**config.mk**
```make
export PLATFORM = sky130hd
export DESIGN_NAME = tqvp_alonso_rsa_ctrl
export DESIGN_NICKNAME = d
export VERILOG_FILES = /design/src/rtl/tqvp_alonso_rsa_pkg.sv /design/src/rtl/tqvp_alonso_rsa_modmul.sv /design/src/rtl/tqvp_alonso_rsa_ctrl.sv
export SDC_FILE = /design/constraint.sdc
export NUM_CORES = 1
export LEC_CHECK = 0
export CAP_MARGIN = 40
export CORE_MARGIN = 2
export CORE_UTILIZATION = 60
export CTS_CLUSTER_DIAMETER = 80
export DETAILED_ROUTE_END_ITERATION = 10
export PLACE_DENSITY_LB_ADDON = 0.08
export SETUP_SLACK_MARGIN = 0.2
export SKIP_LAST_GASP = 1
export SYNTH_ARGS = -nofsm -noshare
export SYNTH_HDL_FRONTEND = slang
export SYNTH_HIERARCHICAL = 1
export SYNTH_SLANG_ARGS = --single-unit
```
**constraint.sdc**
```tcl
create_clock -name clk -period 4.87 [get_ports clk]
set_input_delay 0.974 -clock clk [delete_from_list [all_inputs] [get_ports clk]]
set_output_delay 0.974 -clock clk [all_outputs]
set_load 0.01 [all_outputs]
```
**src/rtl/tqvp_alonso_rsa_pkg.sv**
```systemverilog
// Shared definitions for the RSA modular-exponentiation peripheral:
// controller state encoding, register addresses and STATUS bit positions.
package tqvp_alonso_rsa_pkg;

    typedef enum logic [2:0] {
        ST_IDLE     = 3'd0,
        ST_SQR      = 3'd1,
        ST_SQR_WAIT = 3'd2,
        ST_MUL      = 3'd3,
        ST_MUL_WAIT = 3'd4,
        ST_NEXT     = 3'd5,
        ST_DONE     = 3'd6
    } rsa_state_e;

    localparam logic [3:0] ADDR_M      = 4'h0;
    localparam logic [3:0] ADDR_E      = 4'h1;
    localparam logic [3:0] ADDR_N      = 4'h2;
    localparam logic [3:0] ADDR_CTRL   = 4'h3;
    localparam logic [3:0] ADDR_STATUS = 4'h4;
    localparam logic [3:0] ADDR_RESULT = 4'h5;

    localparam int STAT_BUSY = 0;
    localparam int STAT_DONE = 1;
    localparam int STAT_ERR  = 2;

endpackage

```
**src/rtl/tqvp_alonso_rsa_modmul.sv**
```systemverilog
// Interleaved shift-add modular multiplier: product = a*b mod n, one bit of b
// per cycle, MSB first; mul_done pulses WIDTH+1 cycles after the mul_start cycle.
module tqvp_alonso_rsa_modmul #(
    parameter int WIDTH = 8
) (
    input  logic             clk,
    input  logic             rst,
    input  logic             mul_start,
    input  logic [WIDTH-1:0] a,
    input  logic [WIDTH-1:0] b,
    input  logic [WIDTH-1:0] n,
    output logic [WIDTH-1:0] product,
    output logic             mul_done
);
    localparam int CW = $clog2(WIDTH + 1);

    logic             running;
    logic [CW-1:0]    cnt;
    logic [WIDTH-1:0] a_q, b_q, n_q, p;
    logic [WIDTH:0]   dbl, dbl_r, sum, sum_r, step;

    // Operands are kept below n, so each partial result needs only one subtract.
    always_comb begin
        dbl   = {p, 1'b0};
        dbl_r = (dbl >= {1'b0, n_q}) ? dbl - {1'b0, n_q} : dbl;
        sum   = dbl_r + {1'b0, a_q};
        sum_r = (sum >= {1'b0, n_q}) ? sum - {1'b0, n_q} : sum;
        step  = b_q[WIDTH-1] ? sum_r : dbl_r;
    end

    always_ff @(posedge clk) begin
        if (rst) begin
            running  <= 1'b0;
            cnt      <= '0;
            a_q      <= '0;
            b_q      <= '0;
            n_q      <= '0;
            p        <= '0;
            mul_done <= 1'b0;
        end else begin
            mul_done <= 1'b0;
            if (mul_start) begin
                running <= 1'b1;
                cnt     <= CW'(WIDTH);
                a_q     <= a;
                b_q     <= b;
                n_q     <= n;
                p       <= '0;
            end else if (running) begin
                p   <= step[WIDTH-1:0];
                b_q <= b_q << 1;
                cnt <= cnt - 1'b1;
                if (cnt == CW'(1)) begin
                    running  <= 1'b0;
                    mul_done <= 1'b1;
                end
            end
        end
    end

    assign product = p;

endmodule

```
**src/rtl/tqvp_alonso_rsa_ctrl.sv**
```systemverilog
// Register-mapped RSA peripheral: RESULT = M^E mod N by left-to-right
// square-and-multiply over all WIDTH exponent bits.
module tqvp_alonso_rsa_ctrl
    import tqvp_alonso_rsa_pkg::*;
#(
    parameter int WIDTH = 8
) (
    input  logic       clk,
    input  logic       rst,
    input  logic [7:0] ui_in,
    output logic [7:0] uo_out,
    input  logic [3:0] address,
    input  logic       data_write,
    input  logic [7:0] data_in,
    output logic [7:0] data_out
);
    localparam int IW = (WIDTH > 1) ? $clog2(WIDTH) : 1;

    rsa_state_e       state;
    logic [WIDTH-1:0] m, e, n, r, result;
    logic [IW-1:0]    idx;
    logic             busy, done, err;
    logic             mul_start, mul_done;
    logic [WIDTH-1:0] mul_b, product;
    logic [7:0]       status;
    logic             unused_ui;

    assign unused_ui = ^ui_in;

    assign mul_start = (state == ST_SQR) || (state == ST_MUL);
    assign mul_b     = (state == ST_MUL) ? m : r;

    tqvp_alonso_rsa_modmul #(.WIDTH(WIDTH)) u_modmul (
        .clk       (clk),
        .rst       (rst),
        .mul_start (mul_start),
        .a         (r),
        .b         (mul_b),
        .n         (n),
        .product   (product),
        .mul_done  (mul_done)
    );

    always_ff @(posedge clk) begin
        if (rst) begin
            state  <= ST_IDLE;
            m      <= '0;
            e      <= '0;
            n      <= '0;
            r      <= '0;
            result <= '0;
            idx    <= '0;
            busy   <= 1'b0;
            done   <= 1'b0;
            err    <= 1'b0;
        end else begin
            // Operand registers are frozen for the whole computation.
            if (data_write && !busy) begin
                case (address)
                    ADDR_M:  m <= WIDTH'(data_in);
                    ADDR_E:  e <= WIDTH'(data_in);
                    ADDR_N:  n <= WIDTH'(data_in);
                    default: ;
                endcase
            end
            case (state)
                ST_IDLE: begin
                    if (data_write && address == ADDR_CTRL && data_in[0]) begin
                        if (n < WIDTH'(2) || m >= n) begin
                            err    <= 1'b1;
                            done   <= 1'b1;
                            result <= '0;
                        end else begin
                            err   <= 1'b0;
                            done  <= 1'b0;
                            busy  <= 1'b1;
                            r     <= WIDTH'(1);
                            idx   <= IW'(WIDTH - 1);
                            state <= ST_SQR;
                        end
                    end
                end
                ST_SQR: state <= ST_SQR_WAIT;
                ST_SQR_WAIT: begin
                    if (mul_done) begin
                        r     <= product;
                        state <= e[idx] ? ST_MUL : ST_NEXT;
                    end
                end
                ST_MUL: state <= ST_MUL_WAIT;
                ST_MUL_WAIT: begin
                    if (mul_done) begin
                        r     <= product;
                        state <= ST_NEXT;
                    end
                end
                ST_NEXT: begin
                    if (idx == '0) begin
                        busy  <= 1'b0;
                        state <= ST_DONE;
                    end else begin
                        idx   <= idx - 1'b1;
                        state <= ST_SQR;
                    end
                end
                ST_DONE: begin
                    result <= r;
                    done   <= 1'b1;
                    state  <= ST_IDLE;
                end
                default: state <= ST_IDLE;
            endcase
        end
    end

    always_comb begin
        status            = '0;
        status[STAT_BUSY] = busy;
        status[STAT_DONE] = done;
        status[STAT_ERR]  = err;
    end

    assign uo_out = status;

    always_comb begin
        data_out = '0;
        case (address)
            ADDR_M:      data_out = 8'(m);
            ADDR_E:      data_out = 8'(e);
            ADDR_N:      data_out = 8'(n);
            ADDR_STATUS: data_out = status;
            ADDR_RESULT: data_out = 8'(result);
            default:     data_out = '0;
        endcase
    end

endmodule

```
Word level (Yosys, flattened, before mapping):

Cells that the tools add are included.

* $add $sub $neg: 5
* order comparisons: 5
* equality and inequality tests: 20
* muxes and demuxes: 40
* bitwise logic cells: 1
* reductions and logical operators: 26

Operators with widths (count)
* $mux 8: 10
* $pmux 8 s5: 1
* $pmux 8 s2: 2
* $mux 3: 9
* $ge 9x8->1: 2
* $pmux 3 s6: 1
* $reduce_and 4->1: 4
* $mux 1: 10
* $ne 2x2->1 const B: 5
* $reduce_and 2->1: 5
* $add 9x8->9: 1
* $eq 3x3->1 const B: 3
* $mux 9: 1
* $sub 9x8->9: 1
* $eq 4x1->1 const B: 2
* $eq 4x2->1 const B: 2
* $eq 4x3->1 const B: 2
* $ge 8x8->1: 1
* $lt 8x2->1 const B: 1
* $mux 4: 2
* $reduce_bool 2->1: 4
* $sub 8x8->8: 1
* $eq 3x2->1 const B: 2
* $logic_not 3->1: 2
* 16 further kinds: 23

* register bits: 87
* input bits: 23
* output and inout bits: 16
* logic and storage cells: 115

Longest topological paths before layout:

Gate-level depths: netlist (run 1).

* depth in word-level cells: 6
* mapped depth: 22
* mapped depth without buffers: 22

By module:

Netlist (run 1), hierarchy kept.

Modules (own cells, without submodules)
* tqvp_alonso_rsa_modmul: instances 1, cells each 327, area an instance 2771.4 um^2, sequential area each 760.7 um^2
* tqvp_alonso_rsa_ctrl: instances 1, cells each 317, area an instance 2683.8 um^2, sequential area each 980.9 um^2

Least setup slack after synthesis (run 1):

OpenSTA, ideal clock, no wires.

* path kind: flip-flop to flip-flop
* from: register u_modmul.n_q[1]
* to: register u_modmul.p[0] (netlist: u_modmul/product[0])
* library setup time: 66 ps
* data arrival time: 4310 ps
* required time: 4804 ps
* slack: 494 ps
* cell stages (with the launch flop): 23
* buffers on the path: 0
* period minus slack after synthesis: 4376 ps
* cells stage by stage: dfxtp_1 inv_1 ha_1 ha_1 o31ai_1 a21oi_2 o21ai_1 mux2i_1 inv_1 ha_1 a21o_1 a21oi_1 o21ai_0 nor4_1 nor3_1 xor2_1 ha_1 nand4_1 nor2_1 nor2_1 nand3_4 mux2_4 a21oi_2

* word-level cells in the longest chain between the ends: 6
* elaborated cells on any way between the ends: 8
* classes of those cells: 3 x add/sub; 2 x order compare; 3 x mux

RTL lines
* start: declaration: RTL line tqvp_alonso_rsa_modmul.sv:19 `logic [WIDTH-1:0] a_q, b_q, n_q, p;`
* start signal: assignment: RTL line tqvp_alonso_rsa_modmul.sv:47 `n_q <= n;`
* $sub 9x8->9 or $ge 9x8->1 (tied branches): RTL line tqvp_alonso_rsa_modmul.sv:25 `dbl_r = (dbl >= {1'b0, n_q}) ? dbl - {1'b0, n_q} : dbl;`
* $mux 9: RTL line tqvp_alonso_rsa_modmul.sv:25
* $add 9x8->9: RTL line tqvp_alonso_rsa_modmul.sv:26 `sum = dbl_r + {1'b0, a_q};`
* $ge 9x8->1 or $sub 8x8->8 (tied branches): RTL line tqvp_alonso_rsa_modmul.sv:27 `sum_r = (sum >= {1'b0, n_q}) ? sum - {1'b0, n_q} : sum;`
* $mux 8: RTL line tqvp_alonso_rsa_modmul.sv:27
* $mux 8 *: RTL line tqvp_alonso_rsa_modmul.sv:28 `step = b_q[WIDTH-1] ? sum_r : dbl_r;`
* end signal: assignment: RTL line tqvp_alonso_rsa_modmul.sv:50 `p <= step[WIDTH-1:0];`
* end: declaration: RTL line tqvp_alonso_rsa_modmul.sv:19

Mark *: on every way between the ends. The rest lies on a longest branch, timed or not.
A chain may end at the register's enable or synchronous reset.

Final worst setup path (run 1):

* from: register u_modmul.n_q[4]
* to: register u_modmul.p[2] (netlist: u_modmul/product[2])

The elaborated chain is that of the path after synthesis.

==> flow_metrics.env, run 1 <==
export IMPL_outcome="finished, final reports clean"
export IMPL_yosysTopAreaCell="dfxtp_1"
export IMPL_finalCriticalPeriod_ps=4460
export IMPL_gp_congestion=0.898
export IMPL_cap_violations=0
export IMPL_diodes=0
export IMPL_synth_cell_type_count=65
export IMPL_ys_top_cells_by_area="dfxtp_1 32%, mux2i_1 9.0%, ha_1 8.5%"
export IMPL_rsz0062_at_grt="false"
export IMPL_tightestPinTransition_ps=894
export IMPL_cts_buffer_depth=2
export IMPL_yosys_top_cells_count="87 x dfxtp_1, 77 x nor2_1, 50 x nand2_1"
export IMPL_timing_hold_ws_ps=489
export IMPL_peakVddDrop_mv=0.202
export IMPL_dp_hpwl_mm=10.3
export IMPL_clk_insertion_delay_late_ps=360
export IMPL_min_period_over_period_pct=91.6
export IMPL_setup_violations=0
export IMPL_leakagePower_nw=2.43
export IMPL_holdCritPathClass="reg -> reg"
export IMPL_rows=34
export IMPL_nNetsFinal=727
export IMPL_synth_main_ff_cell="dfxtp_1"
export IMPL_synthArstFlopShare_pct=0
export IMPL_place_ws_ps=88.4
export IMPL_dieArea_um2=9870
export IMPL_synth_area_per_cell_um2=8.47
export IMPL_r2r_end="u_modmul/product[2]"
export IMPL_worst_slack_ps=407
export IMPL_synthesis_area_um2=5460
export IMPL_first_global_vias=4583
export IMPL_hold_viol_final=0
export IMPL_cp_max_fo=15
export IMPL_drt_pass1_iter_count=6
export IMPL_rr_worst_depth=21
export IMPL_yosysWarnings=6
export IMPL_power_density_nw_per_um2=251
export IMPL_hold_start="e[6]"
export IMPL_synth_edf_count=0
export IMPL_grt_max_degree=44
export IMPL_wl_per_cell_um=18.0
export IMPL_start_kind="flop"
export IMPL_antenna_found_initial=0
export IMPL_numPortBuffers=25
export IMPL_stdcell_count=777
export IMPL_yosysMostFrequentCell="dfxtp_1"
export IMPL_tns_ps=0
export IMPL_synth_seq_cells=87
export IMPL_crit_arrival_ps=4650
export IMPL_crit_path_max_incr_delay_ps=520
export IMPL_final_util_pct=69.9
export IMPL_dp_cells=756
export IMPL_drive_gt1_share_pct=12.6
export IMPL_fin_skew_ps=16.7
export IMPL_cpMaxStageDelayCell="fa_2"
export IMPL_wl_mm=14.0
export IMPL_slew_violations=0
export IMPL_timing_fmax_mhz=224
export IMPL_detail_route_antenna_nets=0
export IMPL_path_cells="inv_1 -> ha_4 -> and3_1 -> o31ai_4 -> a21oi_2 -> o21ai_4 -> buf_6 -> nor2_2 -> ha_1 -> inv_1 -> fa_2 -> inv_1 -> ha_1 -> nor2b_1 -> o21a_1 -> o21ai_1 -> a21oi_1 -> o31ai_4 -> nand3_4 -> mux2i_2 -> a31oi_1"
export IMPL_vias=4727
export IMPL_grt_pass1_wl_mm=23.0
export IMPL_cp_required_ps=5060
export IMPL_relSlewSlack_pct=40.3
export IMPL_hold_end="e[6]"
export IMPL_syn_to_final_growth_pct=12.2
export IMPL_clk_pin_slew_ps=100
export IMPL_critPathKind="reg -> reg"
export IMPL_drt_initial_drc_count=299
export IMPL_grt_overflow_total=0
export IMPL_reg2reg_slack_ps=410
export IMPL_grt_use_total_pct=29.1
export IMPL_die_x_um=99.4
export IMPL_post_route_drc_count=0
export IMPL_cts_tree="built"
export IMPL_ios=39
export IMPL_initial_utilization_pct=62.3
export IMPL_core_area_um2=8760
export IMPL_vias_per_cell=6.08
export IMPL_timing_rr_start="u_modmul/n_q[4]"
export IMPL_cts_max_level=3
export IMPL_fp_dieH_um=99.4
export IMPL_crit_path_frequent_cell="inv_1"
export IMPL_netlist_instances=644
export IMPL_cts_hold_buffers=0
export IMPL_min_path_cells=2
export IMPL_seq_area_frac_synth_pct=31.9
export IMPL_clockRootBuffer="clkbuf_8"
export IMPL_critPathCaptureType="flop"
export IMPL_cts_buffers=9
export IMPL_synth_top_cell_area_share_pct=31.9
export IMPL_numClockSinks=87
cells by family (layout without fill, tap and decap cells):
group           count (synthesis)  count (layout)  share of synthesized area [%]
buf+inv                        73              94                           5.62
compound gates                148             148                           18.8
xor+xnor                       22              22                           3.81
other cells                     1               5                         0.0687
flops                          87              87                           31.9
mux                            60              60                           11.9
simple gates                  213             213                           18.2
fa+ha+maj                      40              40                           9.59
worst max-delay path: cells and delay by family (launching register included):
kind	cells	cell delay (ps)
fa+ha+maj	4	1330
simple gates	4	670
flops	1	340
compound gates	8	1290
buf+inv	4	410
mux	1	260
registers in the layout (all words and copies together) (netlist names), 8 cells and up:
signal	flops
r	8
u_modmul/a_q	8
u_modmul/b_q	8
e	8
result	8
m	8
u_modmul/product	8
n	8
u_modmul/n_q	8
routing by layer:
metal | routed length, um | track usage [%]
met5 | 0 | 0
met4 | 137 | 7.59
met3 | 638 | 4.01
met2 | 6410 | 46.3
met1 | 6800 | 41.8
worst max path at each step:
stage	start	end	depth (start not counted)
CTS	u_modmul/n_q[3]	u_modmul/product[0]	22
finish	u_modmul/n_q[4]	u_modmul/product[2]	21
global placement	u_modmul/n_q[1]	u_modmul/product[2]	22
global route	u_modmul/n_q[1]	u_modmul/product[2]	21
floorplan	u_modmul/n_q[1]	u_modmul/product[0]	22
detailed placement	u_modmul/n_q[1]	u_modmul/product[2]	22
power by group:
group | switching (W) | internal (W)
Combinational | 0.000171 | 0.000126
Clock | 0.000279 | 0.000216
Sequential | 0.0000211 | 0.000722
Total | 0.000471 | 0.00106
layout make-up:
cell class | count | area (um^2)
repair buffers | 40 | 362
clock buffers | 11 | 151
well taps | 108 | 135
inverters | 38 | 143
fillers | 727 | 2640
flip-flops and latches | 87 | 1750
multi-input cells | 488 | 3550
clock inverters | 5 | 40.0
layout by cell type, fill, tap and decap left out, types with 11 or more instances in the layout:
cell,instances
dfxtp_1,84
nand2b_1,15
nor3_1,22
inv_1,38
nand3_1,19
clkbuf_8,11
o21ai_0,23
clkdlybuf4s50_1,24
nor2_1,74
ha_1,31
buf_4,14
mux2i_1,47
nand2_1,50
xnor2_1,11
a21oi_1,45
a22oi_1,17
repair_timing:
item | CTS | global route
resized for setup | 4 | 20
setup endpoints to repair | 6 | 8
buffers inserted | 3 | 2
pin swaps | 5 | 12
per-stage QoR:
stage / area [um^2] / power, W
final: 6120 / 0.00154
after global placement: 5770 / 0.00102
after global routing: 6120 / 0.00160
after detailed placement: 5770 / 0.00103
after floorplan: 5470 / 0.000959
after CTS: 6000 / 0.00153
(Power assumes the default switching activity.)
==> inputs of run 2 (changes only) <==
- CORE_UTILIZATION: 60 -> 55
- PLACE_DENSITY: unset -> 0.75
- PLACE_DENSITY_LB_ADDON: 0.08 -> unset
==> run 2 against run 1 <==
Total power fell by 3.6%. Global-route usage fell by 3.6 points. Sequential share of layout area fell by 0.076 points. Clock skew fell by 5.3 ps. Critical path type unchanged. Highest routed layer unchanged.
==> flow_metrics.env, run 2 (synthesis results as in run 1) <==
export IMPL_outcome="finished, final reports clean"
export IMPL_post_route_drc_count=0
export IMPL_mostFrequentLayoutCells="86 x dfxtp_1, 75 x nor2_1, 50 x nand2_1"
export IMPL_cp_required_ps=5160
export IMPL_crit_arrival_ps=4760
export IMPL_crit_path_frequent_cell="a21oi_2"
export IMPL_grt_overflow_total=0
export IMPL_power_w=0.00148
export IMPL_tns_ps=0
export IMPL_vias_per_cell=5.88
export IMPL_clk_insertion_delay_late_ps=360
export IMPL_clk_pin_slew_ps=80
export IMPL_holdCritPathClass="reg -> reg"
export IMPL_start_kind="flop"
export IMPL_cts_buffers=9
export IMPL_drt_initial_drc_count=394
export IMPL_min_period_over_period_pct=91.7
export IMPL_hold_viol_final=0
export IMPL_leakagePower_nw=2.44
export IMPL_initial_utilization_pct=56.3
export IMPL_rows=36
export IMPL_cts_buffer_depth=2
export IMPL_slew_violations=0
export IMPL_dp_hpwl_mm=10.1
export IMPL_die_x_um=104
export IMPL_grt_use_total_pct=25.4
export IMPL_path_delay_family="adder cells"
export IMPL_nNetsFinal=728
export IMPL_first_global_vias=4588
export IMPL_numClockSinks=87
export IMPL_setup_violations=0
export IMPL_fp_dieH_um=104
export IMPL_antenna_found_initial=0
export IMPL_wl_mm=13.4
export IMPL_final_util_pct=63.3
export IMPL_diodes=0
export IMPL_drive_gt1_share_pct=12.5
export IMPL_timing_fmax_mhz=224
export IMPL_detail_route_antenna_nets=0
export IMPL_crit_buf_inv=3
export IMPL_critPathKind="reg -> reg"
export IMPL_peakVddDrop_mv=0.153
export IMPL_timing_hold_ws_ps=473
export IMPL_gp_congestion=0.953
export IMPL_drt_pass1_iter_count=5
export IMPL_relSlewSlack_pct=45.9
export IMPL_dieArea_um2=10700
export IMPL_vias=4720
export IMPL_cp_max_fo=15
export IMPL_clockRootBuffer="clkbuf_8"
export IMPL_final_common_cell="dfxtp_1"
export IMPL_path_cells="inv_1 -> ha_4 -> and3_1 -> o31ai_2 -> a21oi_2 -> o21ai_4 -> buf_6 -> nor2_2 -> ha_2 -> inv_1 -> fa_1 -> nand2b_4 -> nand2b_1 -> a21oi_1 -> xnor2_1 -> ha_1 -> o21ai_1 -> a21oi_2 -> o31ai_4 -> nand3_4 -> mux2_4 -> a21oi_2"
export IMPL_cts_tree="built"
export IMPL_critPathCaptureType="flop"
export IMPL_rsz0062_at_grt="false"
export IMPL_power_density_nw_per_um2=242
export IMPL_cpMaxStageDelayCell="fa_1"
export IMPL_core_area_um2=9680
export IMPL_cts_hold_buffers=0
export IMPL_ios=39
export IMPL_cts_max_level=3
export IMPL_crit_path_max_incr_delay_ps=400
export IMPL_grt_pass1_wl_mm=22.5
export IMPL_finalCriticalPeriod_ps=4470
export IMPL_fin_skew_ps=11.4
export IMPL_grt_max_degree=43
export IMPL_wl_per_cell_um=16.7
export IMPL_final_fill_count=824
export IMPL_tightestPinTransition_ps=803
export IMPL_numPortBuffers=25
export IMPL_syn_to_final_growth_pct=12.4
export IMPL_cap_violations=0
[run 2: final timing paths]
path / startpoint / endpoint / slack, ps / cells after the start
max: u_modmul/n_q[3] / u_modmul/product[0] / 400 / 22
min: e[2] / e[2] / 470 / 2
max reg2reg: u_modmul/n_q[3] / u_modmul/product[0] / 400 / 22
min reg2reg: e[2] / e[2] / 470 / 2
[run 2: power breakdown]
group	total [W]	internal (W)	leakage, nW	switching [W]
clock	0.000451	0.000186	0.0935	0.000265
sequential	0.000740	0.000722	0.702	0.0000184
combinational	0.000290	0.000121	1.64	0.000169
[run 2: layer usage]
metal  GRT usage (%)  vias up  routed length, um
met5               0        -                  0
met1            34.7     2225               6060
met4            6.47        0                191
li1                -     2317                  -
met3            4.28       19                764
met2            42.1      159               6430
[run 2: stage by stage]
| step | cells | setup WS (ps) | area (um^2) |
|---|---|---|---|
| floorplan | 648 | 494 | 5470 |
| global placement | 781 | 165 | 5800 |
| detailed placement | 782 | 40.7 | 5810 |
| CTS | 798 | 274 | 5990 |
| global route | 803 | 192 | 6130 |
| finish | 803 | 402 | 6130 |
[run 2: worst reg2reg max path: cells and delay by family (launching register included)]
kind,cells,cell delay (ps)
buffers and inverters,3,320
xor gates and xnor gates,1,250
muxes,1,350
DFF,1,340
AOI/OAI and AO/OA,8,1170
and+or+nand+nor,5,750
adders and majority gates,4,1220
[run 2: layout make-up]
cell class | instances | area (um^2) | share of cell area (%)
Multi-Input combinational cell | 488 | 3540 | 57.7
Sequential cell | 87 | 1740 | 28.4
Timing Repair Buffer | 41 | 367 | 5.98
Tap cell | 133 | 166 | 2.71
Inverter | 38 | 145 | 2.37
Clock buffer | 9 | 124 | 2.02
Clock inverter | 7 | 46.3 | 0.755
[run 2: repair_timing]
action                                  4_1_cts  5_1_grt
gates resized for setup                       5       20
endpoints found under the setup margin        7        8
setup buffers                                 0        5
pin swaps                                     1       15
